### src/rtl/wb_port_arbiter_pkg.sv
// Shared types and helpers for the write-back port arbiter.
// The request struct is sized by the package defaults AW and DW.
package wb_port_arbiter_pkg;

   localparam int AW = 5;
   localparam int DW = 32;

   localparam logic [AW-1:0] ZERO_REG = 5'd0;

   typedef struct packed {
      logic [AW-1:0] addr;
      logic [DW-1:0] data;
   } wb_req_t;

   function automatic logic [2**AW-1:0] onehot(input logic [AW-1:0] addr);
      logic [2**AW-1:0] m;
      m       = '0;
      m[addr] = 1'b1;
      return m;
   endfunction

endpackage

### src/rtl/wb_port_arbiter_fifo.sv
// Small synchronous FIFO of write-back requests.
// It also exposes each slot's valid flag and address, which the arbiter uses to build the pending-write mask.
module wb_fifo
   import wb_port_arbiter_pkg::*;
#(
   parameter int DEPTH = 2,
   localparam int PW = $clog2(DEPTH),
   localparam int CW = PW + 1
) (
   input  logic                       clk,
   input  logic                       reset,
   input  logic                       push,
   input  wb_req_t                    din,
   input  logic                       pop,
   output wb_req_t                    head,
   output logic [CW-1:0]              count,
   output logic [DEPTH-1:0]           ent_valid,
   output logic [DEPTH-1:0][AW-1:0]   ent_addr
);

   wb_req_t       mem [DEPTH];
   logic [PW-1:0] wr_ptr;
   logic [PW-1:0] rd_ptr;

   always_ff @(posedge clk) begin
      if (!reset) begin
         wr_ptr <= '0;
         rd_ptr <= '0;
         count  <= '0;
      end else begin
         if (push) wr_ptr <= wr_ptr + 1'b1;
         if (pop)  rd_ptr <= rd_ptr + 1'b1;
         case ({push, pop})
            2'b10:   count <= count + 1'b1;
            2'b01:   count <= count - 1'b1;
            default: count <= count;
         endcase
      end
   end

   // Storage needs no reset: validity is derived from the pointers and count.
   always_ff @(posedge clk) begin
      if (push) mem[wr_ptr] <= din;
   end

   assign head = mem[rd_ptr];

   always_comb begin
      logic [PW-1:0] offs;
      offs      = '0;
      ent_valid = '0;
      ent_addr  = '0;
      for (int i = 0; i < DEPTH; i++) begin
         offs         = PW'(i) - rd_ptr;
         ent_valid[i] = ({1'b0, offs} < count);
         ent_addr[i]  = mem[i].addr;
      end
   end

endmodule

### src/rtl/wb_port_arbiter.sv
// Owns the single register-file write port; the pipeline result wins, auxiliary results
// wait in a small FIFO, and a pending mask plus stall request keep the hazard unit informed.
module wb_port_arbiter
   import wb_port_arbiter_pkg::*;
#(
   parameter int DEPTH      = 2,
   parameter int STARVE_MAX = 4,
   parameter int DW         = wb_port_arbiter_pkg::DW,
   parameter int AW         = wb_port_arbiter_pkg::AW
) (
   input  logic              clk,
   input  logic              reset,
   input  logic              pipe_wr,
   input  logic [AW-1:0]     pipe_addr,
   input  logic [DW-1:0]     pipe_data,
   input  logic              aux_valid,
   output logic              aux_ready,
   input  logic [AW-1:0]     aux_addr,
   input  logic [DW-1:0]     aux_data,
   output logic              rf_wr,
   output logic [AW-1:0]     rf_addr,
   output logic [DW-1:0]     rf_data,
   output logic [2**AW-1:0]  pend_mask,
   output logic              stall_req
);

   localparam int CW = $clog2(DEPTH) + 1;
   localparam int SW = $clog2(STARVE_MAX + 1);

   logic [CW-1:0]             count;
   logic [DEPTH-1:0]          ent_valid;
   logic [DEPTH-1:0][AW-1:0]  ent_addr;
   wb_req_t                   head;
   logic [SW-1:0]             starve;

   logic aux_fire;
   logic aux_keep;
   logic pipe_go;
   logic fifo_ne;
   logic pop;
   logic bypass;
   logic push;

   assign aux_ready = reset && (count < CW'(DEPTH));
   assign aux_fire  = aux_valid && aux_ready;
   // Writes to $0 complete the handshake but are otherwise dropped.
   assign aux_keep  = aux_fire && (aux_addr != ZERO_REG);
   assign pipe_go   = pipe_wr && (pipe_addr != ZERO_REG);
   assign fifo_ne   = (count != '0);
   assign pop       = !pipe_go && fifo_ne;
   assign bypass    = !pipe_go && !fifo_ne && aux_keep;
   assign push      = aux_keep && !bypass;

   wb_fifo #(.DEPTH(DEPTH)) u_fifo (
      .clk       (clk),
      .reset     (reset),
      .push      (push),
      .din       ('{addr: aux_addr, data: aux_data}),
      .pop       (pop),
      .head      (head),
      .count     (count),
      .ent_valid (ent_valid),
      .ent_addr  (ent_addr)
   );

   always_ff @(posedge clk) begin
      if (!reset) begin
         rf_wr   <= 1'b0;
         rf_addr <= '0;
         rf_data <= '0;
      end else begin
         rf_wr <= pipe_go || pop || bypass;
         if (pipe_go) begin
            rf_addr <= pipe_addr;
            rf_data <= pipe_data;
         end else if (pop) begin
            rf_addr <= head.addr;
            rf_data <= head.data;
         end else if (bypass) begin
            rf_addr <= aux_addr;
            rf_data <= aux_data;
         end
      end
   end

   always_ff @(posedge clk) begin
      if (!reset) begin
         starve <= '0;
      end else if (!fifo_ne || pop) begin
         starve <= '0;
      end else if (starve != SW'(STARVE_MAX)) begin
         starve <= starve + 1'b1;
      end
   end

   assign stall_req = (count == CW'(DEPTH)) || (starve == SW'(STARVE_MAX));

   // The output register is left out: the register file forwards data3 to addr3 readers.
   always_comb begin
      pend_mask = '0;
      for (int i = 0; i < DEPTH; i++) begin
         if (ent_valid[i]) pend_mask = pend_mask | onehot(ent_addr[i]);
      end
   end

endmodule
### config.mk
export PLATFORM = sky130hd
export DESIGN_NAME = wb_port_arbiter
export DESIGN_NICKNAME = d
export VERILOG_FILES = /design/src/rtl/wb_port_arbiter_pkg.sv /design/src/rtl/wb_port_arbiter_fifo.sv /design/src/rtl/wb_port_arbiter.sv
export SDC_FILE = /design/constraint.sdc
export NUM_CORES = 1
export LEC_CHECK = 0
export CORE_ASPECT_RATIO = 0.9
export CORE_MARGIN = 3
export CORE_UTILIZATION = 30
export CTS_CLUSTER_SIZE = 20
export DETAILED_ROUTE_END_ITERATION = 8
export HOLD_SLACK_MARGIN = 0.05
export PLACE_DENSITY = 0.64
export SYNTH_ARGS = -nofsm -noshare
export SYNTH_HDL_FRONTEND = slang
export SYNTH_SLANG_ARGS = --single-unit
### constraint.sdc
create_clock -name clk -period 4.4 [get_ports clk]
set_input_delay 1.32 -clock clk [delete_from_list [all_inputs] [get_ports clk]]
set_output_delay 1.32 -clock clk [all_outputs]
set_load 0.03 [all_outputs]
# Word level (Yosys, flattened, before mapping)
# Memories as Yosys holds them, arrays and structs flattened. A register that Yosys moved wholly into a read port is not among the register bits.
# Cells that the tools add are included.
# W data, S select, Z words.
[classes]
n_reduce_logical = 23
n_addsub = 7
magnitude_cmp = 7
eq_ne = 5
bitwise_logic = 2
mux = 17
[ops]
columns = ["op", "count"]
rows = [
  ["$mux W32", 5],
  ["$or A32 B32 Y32", 1],
  ["$mux W5", 3],
  ["$lt A5 B6 Y1 const B", 2],
  ["$demux W1 S5", 2],
  ["$ge A5 B1 Y1 const B", 2],
  ["$logic_and A1 B1 Y1", 10],
  ["$reduce_bool A5 Y1", 2],
  ["$mux W1", 6],
  ["$eq A2 B2 Y1 const B", 2],
  ["$logic_or A1 B1 Y1", 4],
  ["$lt A1 B2 Y1", 2],
  ["$pmux W2 S2", 1],
  ["$reduce_bool A2 Y1", 2],
  ["$add A3 B1 Y3 const B", 1],
  ["$eq A3 B3 Y1 const B", 1],
  ["$logic_not A1 Y1", 3],
  ["$ne A3 B3 Y1 const B", 1],
  ["$reduce_bool A3 Y1", 1],
  ["$add A1 B1 Y1 const B", 2],
  ["$add A2 B1 Y2 const B", 1],
  ["$eq A2 B1 Y1 const B", 1],
  ["$lt A2 B2 Y1 const B", 1],
  ["$reduce_or A2 Y1", 1],
  ["other kinds (3)", 4],
]
[word_totals]
mem_bits_rw = 74
reg_bits = 45
out_inout_bits = 72
input_bits = 78
memories = 1
[mem_list]
columns = ["name", "words", "width", "rd", "rd_ports_with_merged_regs", "write_ports", "line_no", "text"]
rows = [
  ["u_fifo.mem", 2, 37, 3, 1, 1, "wb_port_arbiter_fifo.sv:21", "wb_req_t mem [DEPTH];"],
]

# Longest topological paths before layout
# Gate-level depths: netlist of the first run.
[depth]
depth_word = 9
depth_mapped = 9

# Hierarchy
# Synthesis of the first run repeated with hierarchy kept, for this count alone.
[hier_totals]
hier_cells = 494
hier_area_um2 = 5626.6
[modules_own_cells]
columns = ["module", "area_each_um2", "cells_per_inst", "seq_area_each_um2", "instances"]
rows = [
  ["wb_fifo", 2966.6, 148, 2322.2, 1],
  ["wb_port_arbiter", 2660.1, 346, 820.8, 1],
]

# Worst setup path before layout of the first run
# Ideal clock, no wire load.
[synth_path]
path_kind = "in2reg"
startpoint = "input port reset"
endpoint = "memory u_fifo.mem[1][0] (netlist bit), enable pin"
slack_ns = 0.859
path_buffers = 2
arrival_ns = 3.143
setup_ns = 0.398
required_ns = 4.002
path_stages = 5
cell_sequence = "buf_2 > nand3b_4 > a21oi_2 > clkbuf_1 > and3_1"
[synth_between]
elab_chain_len = 8
[synth_lines]
columns = ["item", "line_no", "text"]
rows = [
  ["from (decl)", "wb_port_arbiter.sv:12", "input logic reset,"],
  ["$logic_and A1 B1 Y1 (*)", "wb_port_arbiter.sv:44", "assign aux_ready = reset && (count < CW'(DEPTH));"],
  ["$logic_and A1 B1 Y1 (*)", "wb_port_arbiter.sv:45", "assign aux_fire = aux_valid && aux_ready;"],
  ["$logic_and A1 B1 Y1 (*)", "wb_port_arbiter.sv:47", "assign aux_keep = aux_fire && (aux_addr != ZERO_REG);"],
  ["$logic_and A1 B1 Y1", "wb_port_arbiter.sv:51", "assign bypass = !pipe_go && !fifo_ne && aux_keep;"],
  ["$logic_not A1 Y1", "wb_port_arbiter.sv:52", "assign push = aux_keep && !bypass;"],
  ["$logic_and A1 B1 Y1 (*)", "wb_port_arbiter.sv:52", ""],
  ["$mux W1 (*)", "wb_port_arbiter_fifo.sv:43", "if (push) mem[wr_ptr] <= din;"],
  ["$mux W1 (implied by the code) (*)", "wb_port_arbiter_fifo.sv:43", ""],
  ["to (decl)", "wb_port_arbiter_fifo.sv:21", ""],
]
# Mark *: on every way between the ends. The rest lies on a longest branch, timed or not.

# Final worst setup path of the first run
[layout_path]
startpoint = "register u_fifo.count[0]"
endpoint = "output port pend_mask[20]"
[layout_between]
elab_chain_len = 4
word_cells_on_any_way = 5
classes_between = "order compare: 2; mux: 2; bitwise: 1"
[layout_lines]
columns = ["item", "line_no", "text"]
rows = [
  ["from (decl)", "wb_port_arbiter_fifo.sv:16", "output logic [CW-1:0] count,"],
  ["from (signal assigned)", "wb_port_arbiter_fifo.sv:34", "2'b10: count <= count + 1'b1;"],
  ["from (signal assigned)", "wb_port_arbiter_fifo.sv:35", "2'b01: count <= count - 1'b1;"],
  ["from (signal assigned)", "wb_port_arbiter_fifo.sv:36", "default: count <= count;"],
  ["$lt A1 B2 Y1", "wb_port_arbiter_fifo.sv:55", "ent_valid[i] = ({1'b0, offs} < count);"],
  ["$mux W32", "wb_port_arbiter.sv:102", "if (ent_valid[i]) pend_mask = pend_mask | onehot(ent_addr[i]);"],
  ["$or A32 B32 Y32", "wb_port_arbiter.sv:102", ""],
  ["$mux W32 (*)", "wb_port_arbiter.sv:102", ""],
  ["to (decl)", "wb_port_arbiter.sv:23", "output logic [2**AW-1:0] pend_mask,"],
]
# Marks and branches as above.

==> reports/results.ini, run 1 <==
[worst_setup_path]
r2r-start=u_fifo.count[1]
r2r_slack_ps=1970
end_kind=output pin
r2r_cells=4
worstPathMaxFanout=9
path_class=register to output pin
rr_endpoint=rf_addr[0]
cp_data_arrival_time_ps=2830
crit_path_start_kind=register
cp.required_ps=3080

[floorplan]
fp-row-count=46
die_h_um=135
die_area_sq_um=20200
core_area_sq_um=17900
pin_count=150
die_w_um=149
start_util=0.310

[flow_run]
maxCapViolCount=0

[sta]
fin_setup_tns_ps=0
fin_crit_sh=0.942
period_needed_ps=4150
slew_headroom=0.228
fin_worst_skew_ps=8.91
finalMaxSlewViolations=0
rsz0062_at_grt=no
fmax_mhz=241
setup_violations=0
worst_pin_slew_ps=1150
hold_viol=0

[logic_synthesis]
synth.cell_area_sq_um=5560
ys_ff_latch=120
synth_cell_types=39
syn-num-nets=580
synthCells=499
yosysWarnings=0
seq_area_frac_synth=0.566
syn_avg_cell_area_sq_um=11.1

[global_route]
grt_pass1_vias=4941
antenna_found_initial=0
track_usage=0.159
grt-ovfl-total=0
grt_max_degree=44
grt_pass1_wl_mm=25.5

[hold_path]
hold_path_end=u_fifo.wr_ptr
holdPathStages=2
hp-start=u_fifo.wr_ptr
hp-class=register to register

[run_status]
outcome=finished clean

[placement]
dpl.cell_count=856
io_buffer_count=149
dp_hpwl_mm=11.2
place_congestion=0.823

[routing]
wl_per_cell_um=17.9
first_iter_violations=287
vias=4695
wirelength_mm=15.9
drc=0
dr.pass1.iters=5
via_per_inst=5.29
ant_nets=0

[clock_tree]
post_cts_buffers=0
root_buffer=clkbuf_16
clk_latency_ps=400
h-tree-depth=4
cts_resized=0
cts.sinks=120
cts_buffers=17
clock_path_buffers=2
clk_pin_slew_ps=50
cts_hold_buf=0
cts_tree=done

[layout]
drive_gt1_frac=0.0895
seq_area_sq_um=3140
nets=716
antenna_cells=0
fin_cells=888
nFillCells=1659
multi_input_area_sq_um=2200
area_delta_synth_final_pct=41.5

[pwr]
p_per_area_nw_per_um2=502
vdd_drop_max_uv=250
leakagePower_nw=2.61

## state kept, by name, indices dropped and copies added, names as in the netlist, named ones only
| name | cells |
|---|---|
| rf_wr | 1 |
| starve | 3 |
| u_fifo.rd_ptr | 1 |
| rf_addr | 5 |
| u_fifo.wr_ptr | 1 |
| u_fifo.mem | 74 |
| rf_data | 32 |
| u_fifo.count | 2 |
## cells in the mapped netlist (all sizes together)
cell | n | share of area
edfxtp | 74 | 0.40
dfxtp | 46 | 0.17
nand2 | 46 | 0.032
mux2i | 37 | 0.067
nor2 | 34 | 0.023
o22ai | 32 | 0.036
buf | 27 | 0.027
o31ai | 24 | 0.032
a211o | 21 | 0.033
a31oi | 21 | 0.024
or3 | 19 | 0.021
o21ai | 18 | 0.016
clkbuf | 17 | 0.011
nor3 | 17 | 0.017
a311oi | 13 | 0.020
nand3b | 10 | 0.016
a21oi | 9 | 0.0095
inv | 6 | 0.0041
nand3 | 5 | 0.0045
or3b | 5 | 0.0079
ha | 3 | 0.0068
o21a | 3 | 0.0041
o221a | 3 | 0.0061
a21o | 2 | 0.0027
xnor2 | 2 | 0.0032
a21boi | 1 | 0.0020
and3 | 1 | 0.0011
nor4 | 1 | 0.0038
or2 | 1 | 0.0011
xor2 | 1 | 0.0016
## power by group
group | internal [mW] | switching (mW)
clock | 0.854 | 0.504
combinational | 0.467 | 0.680
sequential | 1.33 | 0.107
## critical path: stages (launching register included)
cell	delay (ps)
dfxtp_1	570
inv_1	70
o21ai_1	320
or3b_1	520
o22ai_1	230
clkdlybuf4s50_1	710
## logic make-up after synthesis
group           Yosys count  share of synthesized area
flops                   120                      0.566
simple gates            139                      0.127
mux                      37                     0.0667
buf+inv                  50                     0.0423
xor+xnor                  3                    0.00473
fa+ha+maj                 3                    0.00676
compound gates          147                      0.186
## area by class of cell
cell class	instances	share of cell area
clock inverters	13	0.0185
well taps	240	0.0382
multi-input cells	329	0.280
repair buffers	161	0.204
clock buffers	19	0.0564
flip-flops and latches	120	0.400
inverters	6	0.00287
## worst max-delay path by stage
stage,cells after the start,start,to
5_1_grt,5,u_fifo.count[0],pend_mask[20]
4_1_cts,5,u_fifo.count[0],pend_mask[24]
3_3_place_gp,4,reset,aux_ready
2_1_floorplan,5,reset,u_fifo.mem[1][0]
6_report,5,u_fifo.count[0],pend_mask[20]
3_5_place_dp,4,reset,aux_ready
## routing by layer
metal / up-vias / wire length (um) / GRT usage
met4: 0 / 278 / 0.0524
met2: 232 / 7390 / 0.259
met1: 2245 / 6920 / 0.204
met5: - / 0 / 0
met3: 22 / 1310 / 0.0440
li1: 2196 / - / -
## metrics by stage
stage	hold WS, ps	power [mW]	util	area (sq um)	worst slack [ps]
detailed placement	489	2.60	0.406	7270	638
CTS	498	3.97	0.439	7860	230
floorplan	458	2.18	-	5560	859
global placement	477	2.58	0.406	7270	606
finish	499	3.95	0.439	7860	254
global route	517	4.13	0.439	7860	85.4
## layout by cell type, fill, tap and decap left out, drive strengths merged, types with 3 or more instances in the layout
cell,synthesis,routed
nor2,34,34
o31ai,24,24
ha,3,3
dfxtp,46,46
o221a,3,3
nand3b,10,10
or3,19,19
or3b,5,5
mux2i,37,37
nor3,17,17
clkdlybuf4s50,0,148
clkbuf,17,19
nand2,46,46
clkinv,0,5
o22ai,32,32
a311oi,13,13
a31oi,21,21
edfxtp,74,74
o21a,3,3
buf,27,13
nand3,5,5
a211o,21,21
o21ai,18,18
inv,6,10
a21oi,9,9
Note: power is estimated with default switching activity, not from simulation.
==> run 2: changes to the inputs <==
Settings changed: PLACE_DENSITY 0.64 to 0.66.
Clock period 4.4 ns to 3.6 ns, I/O delays scaled along.
==> run 2 against run 1 <==
  * Register-to-register slack got worse by 400 ps
  * Global-route usage fell by 0.10 points
  * Worst setup slack got worse by 130 ps
  * Critical endpoint is now pend_mask[11]
  * Largest power group unchanged
==> reports/results.ini, run 2 (synthesis gave the netlist of run 1 again) <==
[run_status]
outcome=finished clean

[global_route]
antenna_found_initial=0  ; unchanged
grt_pass1_wl_mm=24.8  ; -3.0%
grt_max_degree=45  ; +2.3%
track_usage=0.158  ; -0.00103
grt-ovfl-total=0  ; unchanged
grt_pass1_vias=4761  ; -3.6%

[floorplan]
core_area_sq_um=17900  ; unchanged
fp-row-count=46  ; unchanged
die_area_sq_um=20200  ; unchanged
start_util=0.310  ; unchanged
die_h_um=135  ; unchanged
die_w_um=149  ; unchanged
pin_count=150  ; unchanged

[clock_tree]
root_buffer=clkbuf_16
clk_pin_slew_ps=60  ; about the same
cts_hold_buf=0  ; unchanged
cts_buffers=17  ; unchanged
cts_tree=done
clk_latency_ps=410  ; about the same
cts.sinks=120  ; unchanged
h-tree-depth=4  ; unchanged
clock_path_buffers=2  ; unchanged

[layout]
top_register=u_fifo.mem
largest_reg_flops=74  ; unchanged
nFillCells=1623  ; -2.2%
layout_commonest_cell=clkdlybuf4s50_1
antenna_cells=0  ; unchanged
layout_common_cells=clkdlybuf4s50_1 (140), edfxtp_1 (74), nand2_1 (45), dfxtp_1 (45), mux2i_1 (37)
drive_gt1_frac=0.0977  ; +0.00820
area_delta_synth_final_pct=42.9
nets=723  ; +0.98%
top_regs=u_fifo.mem (74), rf_data (32), rf_addr (5)

[pwr]
vdd_drop_max_uv=280  ; +12%
leakagePower_nw=2.78  ; +6.5%
p_per_area_nw_per_um2=611  ; +22%
p_total_mw=4.85  ; +23%

[worst_setup_path]
end_kind=output pin
cp.required_ps=2520  ; -560 ps
worstPathMaxFanout=8  ; -1
path_class=register to output pin
crit_path_start_kind=register
cp_data_arrival_time_ps=2390  ; -440 ps

[routing]
ant_nets=0  ; unchanged
wirelength_mm=16.2  ; +2.1%
vias=4738  ; +0.92%
via_per_inst=5.29  ; +0.13%
wl_per_cell_um=18.1  ; +1.3%
dr.pass1.iters=6  ; +1
first_iter_violations=352  ; +23%
drc=0  ; unchanged

[sta]
fin_crit_sh=0.965
period_needed_ps=3470
slew_headroom=0.380  ; +0.152
rsz0062_at_grt=no
worst_pin_slew_ps=931  ; -223 ps
fin_setup_tns_ps=0  ; unchanged
hold_viol=0  ; unchanged
finalMaxSlewViolations=0  ; unchanged
fin_worst_skew_ps=6.75  ; -2.17 ps
setup_violations=0  ; unchanged
fmax_mhz=288

[hold_path]
hp-class=register to register

[placement]
dp_hpwl_mm=11.4  ; +2.5%
io_buffer_count=149  ; unchanged
place_congestion=0.796  ; -3.2%

[flow_run]
maxCapViolCount=0  ; unchanged

## run 2: area by class of cell
class | count | area (sq um) | share of cell area
sequential | 120 | 3140 | 0.396
timing repair buffer | 168 | 1690 | 0.213
clock buffer | 18 | 429 | 0.0541
inverter | 6 | 22.5 | 0.00284
clock inverter | 14 | 150 | 0.0189
multi-input combinational | 329 | 2200 | 0.277
tap | 240 | 300 | 0.0378
## run 2: routing by layer
metal | vias up | share of wire | GRT usage
li1 | 2218 | - | -
met1 | 2279 | 0.43 | 0.194
met2 | 220 | 0.49 | 0.268
met3 | 21 | 0.071 | 0.0450
met4 | 0 | 0.015 | 0.0498
met5 | - | 0 | 0
## run 2: power by group
part           total [mW]  internal [mW]  switching [mW]
clock network        1.64           1.02           0.619
registers            1.73           1.63           0.103
logic                1.48          0.606           0.873
total                4.85           3.26            1.59
## run 2: through the flow
step	hold WS, ps	cells	util	instance area, sq um	setup slack [ps]
after floorplan	458	499	-	5560	299
after global routing	513	895	0.443	7940	6.55
after CTS	495	894	0.442	7910	26.6
after detailed placement	494	862	0.409	7330	361
final	501	895	0.443	7940	126
after global placement	477	862	0.409	7330	407
## run 2: timing repair
action | in CTS | in global routing
setup buffers | 0 | 1
endpoints found under the setup margin | 0 | 9
gates resized for setup | 0 | 8
## run 2: final timing paths
kind,from,endpoint,slack [ps],cells past startpoint
worst max-delay path,u_fifo.count[0],pend_mask[11],130,5
worst min-delay path,starve[2],starve[1],500,2
worst max register to register,u_fifo.count[1],u_fifo.mem[1][14],1570,4
worst min register to register,starve[2],starve[1],500,2
## run 2: critical path: stages, from the launching register on
cell and delay, ps:
dfxtp_1 330, buf_4 190, a21oi_1 150, nand3b_1 370, o22ai_1 250, clkdlybuf4s50_1 710
